<file path="src/rtl/fd_delay_line_sched.sv">
// Round-robin programming of shared-bus delay chips: grant, setup, latch-enable pulse, hold, one-cycle ack.
// Latency grant->ack = S+P+H cycles; requests wait (level req_i) while busy, no other backpressure.
module fd_delay_line_sched #(
    parameter int g_NUM_CHANNELS = 4,
    parameter int g_SETUP_CYCLES = 2,
    parameter int g_PULSE_CYCLES = 4,
    parameter int g_HOLD_CYCLES  = 2
) (
    input  logic                          clk_ref_i,
    input  logic                          rst_ref_i,
    input  logic [g_NUM_CHANNELS-1:0]     req_i,
    input  logic [10*g_NUM_CHANNELS-1:0]  delay_i,
    output logic [g_NUM_CHANNELS-1:0]     ack_o,
    output logic                          busy_o,
    output logic [9:0]                    dly_o,
    output logic [g_NUM_CHANNELS-1:0]     len_o
);

    generate
        if (g_NUM_CHANNELS < 1 || g_NUM_CHANNELS > 8) begin : g_bad_channels
            $error("g_NUM_CHANNELS must be 1..8");
        end
        if (g_SETUP_CYCLES < 1 || g_SETUP_CYCLES > 255) begin : g_bad_setup
            $error("g_SETUP_CYCLES must be 1..255");
        end
        if (g_PULSE_CYCLES < 1 || g_PULSE_CYCLES > 255) begin : g_bad_pulse
            $error("g_PULSE_CYCLES must be 1..255");
        end
        if (g_HOLD_CYCLES < 1 || g_HOLD_CYCLES > 255) begin : g_bad_hold
            $error("g_HOLD_CYCLES must be 1..255");
        end
    endgenerate

    localparam logic [7:0] SETUP_LD = 8'(g_SETUP_CYCLES - 1);
    localparam logic [7:0] PULSE_LD = 8'(g_PULSE_CYCLES - 1);
    localparam logic [7:0] HOLD_LD  = 8'(g_HOLD_CYCLES - 1);
    localparam logic [2:0] LAST_CH  = 3'(g_NUM_CHANNELS - 1);

    typedef enum logic [2:0] {IDLE, SETUP, LOAD, HOLD, ACK} state_t;

    state_t                    state, state_nxt;
    logic [7:0]                cnt, cnt_nxt;
    logic [2:0]                ch_idx, ch_nxt;
    logic [2:0]                rr_ptr, rr_nxt;
    logic [9:0]                dly_nxt;
    logic [g_NUM_CHANNELS-1:0] len_nxt, ack_nxt;
    logic                      busy_nxt;
    logic                      gnt_vld;
    logic [2:0]                gnt_idx;

    // First requester at or above rr_ptr, wrapping around.
    always_comb begin : arbiter
        int c;
        gnt_vld = 1'b0;
        gnt_idx = '0;
        c       = 0;
        for (int i = 0; i < g_NUM_CHANNELS; i++) begin
            c = int'(rr_ptr) + i;
            if (c >= g_NUM_CHANNELS) c = c - g_NUM_CHANNELS;
            for (int j = 0; j < g_NUM_CHANNELS; j++) begin
                if (j == c && !gnt_vld && req_i[j]) begin
                    gnt_vld = 1'b1;
                    gnt_idx = 3'(j);
                end
            end
        end
    end

    always_ff @(posedge clk_ref_i) begin : state_reg
        if (rst_ref_i) begin
            state  <= IDLE;
            cnt    <= '0;
            ch_idx <= '0;
            rr_ptr <= '0;
            dly_o  <= '0;
            len_o  <= '1;
            ack_o  <= '0;
            busy_o <= 1'b0;
        end else begin
            state  <= state_nxt;
            cnt    <= cnt_nxt;
            ch_idx <= ch_nxt;
            rr_ptr <= rr_nxt;
            dly_o  <= dly_nxt;
            len_o  <= len_nxt;
            ack_o  <= ack_nxt;
            busy_o <= busy_nxt;
        end
    end

    always_comb begin : next_state
        state_nxt = state;
        cnt_nxt   = cnt;
        ch_nxt    = ch_idx;
        rr_nxt    = rr_ptr;
        dly_nxt   = dly_o;
        case (state)
            IDLE: begin
                if (gnt_vld) begin
                    state_nxt = SETUP;
                    cnt_nxt   = SETUP_LD;
                    ch_nxt    = gnt_idx;
                    for (int c = 0; c < g_NUM_CHANNELS; c++) begin
                        if (3'(c) == gnt_idx) dly_nxt = delay_i[c*10 +: 10];
                    end
                end
            end
            SETUP: begin
                if (cnt == 8'd0) begin
                    state_nxt = LOAD;
                    cnt_nxt   = PULSE_LD;
                end else begin
                    cnt_nxt = cnt - 8'd1;
                end
            end
            LOAD: begin
                if (cnt == 8'd0) begin
                    state_nxt = HOLD;
                    cnt_nxt   = HOLD_LD;
                end else begin
                    cnt_nxt = cnt - 8'd1;
                end
            end
            HOLD: begin
                if (cnt == 8'd0) state_nxt = ACK;
                else             cnt_nxt   = cnt - 8'd1;
            end
            ACK: begin
                state_nxt = IDLE;
                rr_nxt    = (ch_idx == LAST_CH) ? 3'd0 : ch_idx + 3'd1;
            end
            default: state_nxt = IDLE;
        endcase
    end

    // Outputs decoded from the next state so they land in registers.
    always_comb begin : outputs
        len_nxt  = '1;
        ack_nxt  = '0;
        busy_nxt = (state_nxt != IDLE);
        for (int c = 0; c < g_NUM_CHANNELS; c++) begin
            if (3'(c) == ch_nxt) begin
                len_nxt[c] = (state_nxt != LOAD);
                ack_nxt[c] = (state_nxt == ACK);
            end
        end
    end

endmodule

</file>
<file path="config.mk">
export PLATFORM = sky130hd
export DESIGN_NAME = fd_delay_line_sched
export DESIGN_NICKNAME = d
export VERILOG_FILES = /design/src/rtl/fd_delay_line_sched.sv
export SDC_FILE = /design/constraint.sdc
export NUM_CORES = 1
export LEC_CHECK = 0
export ABC_AREA = 1
export BUFFER_PORTS_ARGS = -buffer_cell sky130_fd_sc_hd__buf_2
export CORE_ASPECT_RATIO = 0.9
export CORE_MARGIN = 5
export CORE_UTILIZATION = 40
export DETAILED_ROUTE_END_ITERATION = 10
export GPL_ROUTABILITY_DRIVEN = 0
export HOLD_SLACK_MARGIN = 0.02
export SYNTH_ARGS = -nofsm -noshare
export SYNTH_HDL_FRONTEND = slang
export SYNTH_SLANG_ARGS = --single-unit
</file>
<file path="constraint.sdc">
create_clock -name clk_ref_i -period 3.7 [get_ports clk_ref_i]
set_input_delay 0 -clock clk_ref_i [delete_from_list [all_inputs] [get_ports clk_ref_i]]
set_output_delay 0 -clock clk_ref_i [all_outputs]
set_load 0.01 [all_outputs]
</file>
==> metrics, run 1 <==
DRC violation count after routing 0; Root Buffer sky130_fd_sc_hd__clkbuf_8; synthesized instance count 365; total power density per cell area 630 nW/um2; global-route wire length before repair 9470 um; clock tree from TritonCTS done; area overhead of the layout relative to synthesis 19.1%; Layout Cell Area excl Fill 2760 um2; Pre-antenna DRT Iters 4; final wirelength 5640 um; core area 5660 um2; sequential cell area 721 um2; starting density of the core 0.409; area taken by multi-input logic gates 1270 um2; Port Buffers 64; most frequent cells in the layout sky130_fd_sc_hd__nand2_1 (77), sky130_fd_sc_hd__inv_1 (68), sky130_fd_sc_hd__buf_2 (64); shortest period the worst path allows 2900 ps; post-route worst hold slack 85.0 ps; Setup violations, final 0; final cycle utilization of the critical path 0.782; GRT Residual Overflow 0; Final WS setup 805 ps; Via density 4.82; Worst slew margin 0.588; WP data arrival 3050 ps; Max Cap Violations 0; slew at the pin closest to its max-slew limit 613 ps; Post-Place Setup Slack 813 ps; number of buffers inserted during clock tree synthesis 5; R2R depth 15; antenna violations before repair 0; Setup Buffers After CTS 0; number of antenna-violating nets in the routed design 0; xor-xnor portion of the synthesized cell area 0.0114; max-slew violation count 0; count of unique library cells instantiated by Yosys 32; Max Clock Skew 7.23 ps; Avg Synthesized Cell Area 6.34 um2; Netlist Area Pre-Place 2310 um2; overall global routing resource usage 0.154; flip-flop count of the largest register, all copies and words added 10; most common cell after layout, fill and taps aside sky130_fd_sc_hd__nand2_1; placed wire-length estimate 4470 um; status complete, no violations; non-filler instance count after layout 497; Num Clock Sinks 36; CTS clock-pin slew for the worst setup and hold paths 80 ps; share of cells above drive strength 1 0.220; maximum root-to-sink buffer count 2; highest net fanout along the worst path 15; sequential cell area fraction in the yosys report 0.312; leakage power 0.00148 uW; share of flip-flops with an asynchronous set or reset after synthesis 0; number of fill cells 608; num ports 65; register bit total from synthesis 36; path type of the worst min-delay path in -> reg; die height 82.2 um; number of global-route vias before repair 2,184; Crit path required time 3860 ps; total number of yosys warnings 0; area of the die 7410 um2; die width 90.2 um; cts hold-fix bufs 0; number of nets in the layout 475; setup TNS 0 ps; post-synthesis simple-gate area fraction 0.371; number of resized instances in the post-cts repair step 0; class of the most critical setup path reg -> reg; kind of end point of the critical path flip-flop; Net Count, Synth 414; clock latency of the later-clocked register in the worst-skew pair 290 ps; Largest Register dly_o; count of placed standard cells including taps 489; final hold violation count 0; Std-Cell Rows 26; DR WL/cell 11.4 um; multiplexer area fraction after synthesis 0; H-tree depth reported by CTS 2; compound-gate portion of the synthesized area 0.149; unrepaired setup endpoints after global routing false; ANT cells 0; most common flop cell mapped by yosys sky130_fd_sc_hd__dfxtp_1; adder-cell share of the synthesized area 0.0162; total placed instance area 2670 um2; total number of vias 2,398; combinational family with the most area after synthesis simple AND/OR/NAND/NOR gates; largest registers dly_o: 10 flops, cnt: 8 flops; worst hold path depth 2; count of routing violations after the opening detailed-route iteration 121; largest vdd supply drop 291 uV; maximum achievable frequency 345 MHz; Startpoint Class flip-flop; number of enable-type register cells in the synthesized netlist 0; pin count of the biggest net entering global routing 18
-- critical path, cell delays in order (launching register included) --
cell,delay [ps]
sky130_fd_sc_hd__dfxtp_1,450
sky130_fd_sc_hd__inv_1,110
sky130_fd_sc_hd__nand3_1,120
sky130_fd_sc_hd__nand4_1,120
sky130_fd_sc_hd__nor2_2,150
sky130_fd_sc_hd__nand4_2,110
sky130_fd_sc_hd__nor2_2,130
sky130_fd_sc_hd__nand4_2,110
sky130_fd_sc_hd__nor2_4,130
sky130_fd_sc_hd__nand4_2,350
sky130_fd_sc_hd__nand2_1,420
sky130_fd_sc_hd__nand2_2,190
sky130_fd_sc_hd__o21ai_0,210
sky130_fd_sc_hd__inv_1,60
sky130_fd_sc_hd__nand2_1,60
sky130_fd_sc_hd__a21oi_1,50
-- layout make-up --
class / instances / share of cell area
clock buffers: 5 / 0.0250
flip-flops and latches: 36 / 0.261
well taps: 70 / 0.0318
clock inverters: 3 / 0.00681
multi-input cells: 247 / 0.460
repair buffers: 64 / 0.116
inverters: 72 / 0.0990
-- worst paths after layout --
| check | start | endpoint | slack, ps |
|---|---|---|---|
| setup / recovery | rr_ptr[1]$_SDFFE_PP0N_ | dly_o[3]$_SDFFE_PP0P_ | 800 |
| hold / removal | rst_ref_i | ch_idx[2]$_SDFF_PP0_ | 90 |
| setup reg to reg | rr_ptr[1]$_SDFFE_PP0N_ | dly_o[3]$_SDFFE_PP0P_ | 800 |
| hold reg to reg | dly_o[6]$_SDFFE_PP0P_ | dly_o[6]$_SDFFE_PP0P_ | 460 |
-- kinds of logic after synthesis --
group / after synthesis
AOI/OAI and AO/OA: 59
adders and majority gates: 3
DFF: 36
and+or+nand+nor: 182
xor gates and xnor gates: 3
buffers and inverters: 82
-- layer usage --
metal  share of wire  track usage  vias to the layer above
met5               0            0                        -
met4           0.011       0.0372                        0
met3           0.062       0.0489                        6
met2            0.42        0.238                       63
met1            0.51        0.209                     1038
li1                -            -                     1291
-- power breakdown --
group / internal (uW) / switching [uW] / leakage (uW)
Combinational: 328 / 571 / 0.00114
Sequential: 494 / 68.6 / 0.000295
Clock: 131 / 142 / 0.0000479
-- stage by stage --
stage	total power [uW]	utilization
final	1740	0.487
after global routing	1920	0.487
after CTS	1750	0.487
after detailed placement	1470	0.471
after global placement	1460	0.471
after floorplan	1270	-
-- synth_stat cells, drive strengths merged, types with 2 or more instances --
cell type | instances | area share
xor2 | 3 | 0.011
inv | 72 | 0.12
dfxtp | 36 | 0.31
nand4 | 20 | 0.062
a21oi | 20 | 0.043
nor3 | 10 | 0.022
nor3b | 2 | 0.0065
clkbuf | 2 | 0.0032
a211oi | 2 | 0.0065
o21ai | 25 | 0.059
nand2 | 81 | 0.14
o211a | 2 | 0.0087
a22oi | 6 | 0.019
ha | 3 | 0.016
nor2 | 43 | 0.075
nand3 | 25 | 0.067
buf | 8 | 0.019
No activity file was read; power rests on OpenSTA's default activity.
==> run 2, diff against run 1 <==
==> constraint.sdc (replaced) <==
create_clock -name clk_ref_i -period 2.9 [get_ports clk_ref_i]
set_input_delay 0 -clock clk_ref_i [delete_from_list [all_inputs] [get_ports clk_ref_i]]
set_output_delay 0 -clock clk_ref_i [all_outputs]
set_load 0.01 [all_outputs]
==> metrics, run 2 (synthesized netlist as in run 1, its figures left out) <==
status complete, no violations; flip-flop count of the largest register, all copies and words added 10; maximum root-to-sink buffer count 2; Power Internal 1370 uW; Crit path required time 3070 ps; final wirelength 5610 um; final hold violation count 0; Max Cap Violations 0; met3 routed WL 375 um; area overhead of the layout relative to synthesis 22.4%; number of buffers inserted during clock tree synthesis 5; Critical-path top delay cell sky130_fd_sc_hd__dfxtp_1; highest net fanout along the worst path 13; part of the power in the clock network 0.202; number of global-route vias before repair 2,227; max-slew violation count 0; leakage power 0.00151 uW; total number of vias 2,390; clock latency of the later-clocked register in the worst-skew pair 290 ps; starting density of the core 0.409; number of nets in the layout 479; combinational group share of total power 0.495; Largest Register dly_o; Startpoint Class flip-flop; placed wire-length estimate 4540 um; path type of the worst min-delay path in -> reg; wire length on met2 2280 um; non-filler instance count after layout 501; clock tree from TritonCTS done; count of routing violations after the opening detailed-route iteration 80; global-route wire length before repair 9470 um; GRT Residual Overflow 0; count of placed standard cells including taps 493; ANT cells 0; pin count of the biggest net entering global routing 18; final standard cell utilization of the core 0.500; final cycle utilization of the critical path 0.884; Setup violations, final 0; number of resized instances in the post-cts repair step 0; Std-Cell Rows 26; WP data arrival 2730 ps; net switching fraction of the power 0.421; area of the die 7410 um2; critical-path cell list inv_1, nand3_1, nand4_1, nor2_2, nand4_2, nor2_2, nand2_1, o21ai_1, nor2_1, nand2_2, inv_2, nand2_2, nand2_2, o21ai_0, inv_1, nand2_1, a21oi_1; DR WL/cell 11.2 um; Total Power 2370 uW; class of the most critical setup path reg -> reg; met1 WL 2860 um; Critical Path Most Common Cell sky130_fd_sc_hd__nand2_2; Via density 4.77; total power density per cell area 837 nW/um2; number of fill cells 600; core area 5660 um2; setup TNS 0 ps; Pre-antenna DRT Iters 4; H-tree depth reported by CTS 2; number of antenna-violating nets in the routed design 0; maximum achievable frequency 390 MHz; most common cell after layout, fill and taps aside sky130_fd_sc_hd__nand2_1; Root Buffer sky130_fd_sc_hd__clkbuf_8; antenna violations before repair 0; most frequent cells in the layout sky130_fd_sc_hd__nand2_1 (76), sky130_fd_sc_hd__inv_1 (68), sky130_fd_sc_hd__buf_2 (64); largest vdd supply drop 394 uV; num ports 65; shortest period the worst path allows 2560 ps; CTS clock-pin slew for the worst setup and hold paths 70 ps; kind of end point of the critical path flip-flop; slew at the pin closest to its max-slew limit 426 ps; cts hold-fix bufs 0; DRC violation count after routing 0; post-route worst hold slack 68.7 ps; unrepaired setup endpoints after global routing false; overall global routing resource usage 0.155; Num Clock Sinks 36; Port Buffers 64; total net switching power 999 uW; largest registers dly_o: 10 flops, cnt: 8 flops; Max Clock Skew 7.22 ps; Setup Buffers After CTS 0; Worst slew margin 0.714; die height 82.2 um; highest routing layer actually used met4; share of cells above drive strength 1 0.234; die width 90.2 um; delay of the slowest cell on the worst path 440 ps; sequential cell fraction of total power 0.303
==> run 2: final timing paths <==
kind                          startpoint  slack, ps                    end  depth (start not counted)
setup / recovery  rr_ptr[1]$_SDFFE_PP0N_        340  dly_o[0]$_SDFFE_PP0P_                         17
hold / removal                 rst_ref_i         70   ch_idx[2]$_SDFF_PP0_                          2
setup reg to reg  rr_ptr[1]$_SDFFE_PP0N_        340  dly_o[0]$_SDFFE_PP0P_                         17
hold reg to reg    dly_o[7]$_SDFFE_PP0P_        470  dly_o[7]$_SDFFE_PP0P_                          2
==> run 2: per-stage QoR <==
step	setup slack (ps)	area, um2
after floorplan	802	2310
after global routing	3.12	2830
after CTS	215	2830
final	337	2830
after global placement	349	2700
after detailed placement	219	2700
==> run 2: power groups by stage <==
stage | clock [uW] | sequential, uW | combinational (uW)
2_1_floorplan | 0 | 738 | 878
4_1_cts | 495 | 718 | 1180
6_report | 479 | 717 | 1170
3_3_place_gp | 0 | 726 | 1160
5_1_grt | 521 | 737 | 1350
3_5_place_dp | 0 | 726 | 1170
==> run 2: critical path: cells and delay by family (launching register included) <==
family / cells / cell delay, ps
AO/OA/AOI/OAI: 3 / 360
AND/OR/NAND/NOR: 11 / 1340
flip-flops: 1 / 440
buffers and inverters: 3 / 310
==> run 2: metal layers <==
layer	vias to the layer above	global-route usage
met1	1007	0.204
met2	65	0.238
met4	0	0.0640
met5	-	0
li1	1310	-
met3	8	0.0480
==> run 2: layout make-up <==
| class | count | area (um2) | share of cell area |
|---|---|---|---|
| Clock buffer | 7 | 96.3 | 0.0340 |
| Clock inverter | 1 | 30.0 | 0.0106 |
| Inverter | 72 | 273 | 0.0963 |
| Multi-Input combinational cell | 247 | 1270 | 0.449 |
| Sequential cell | 36 | 722 | 0.255 |
| Tap cell | 70 | 87.6 | 0.0309 |
| Timing Repair Buffer | 68 | 350 | 0.124 |
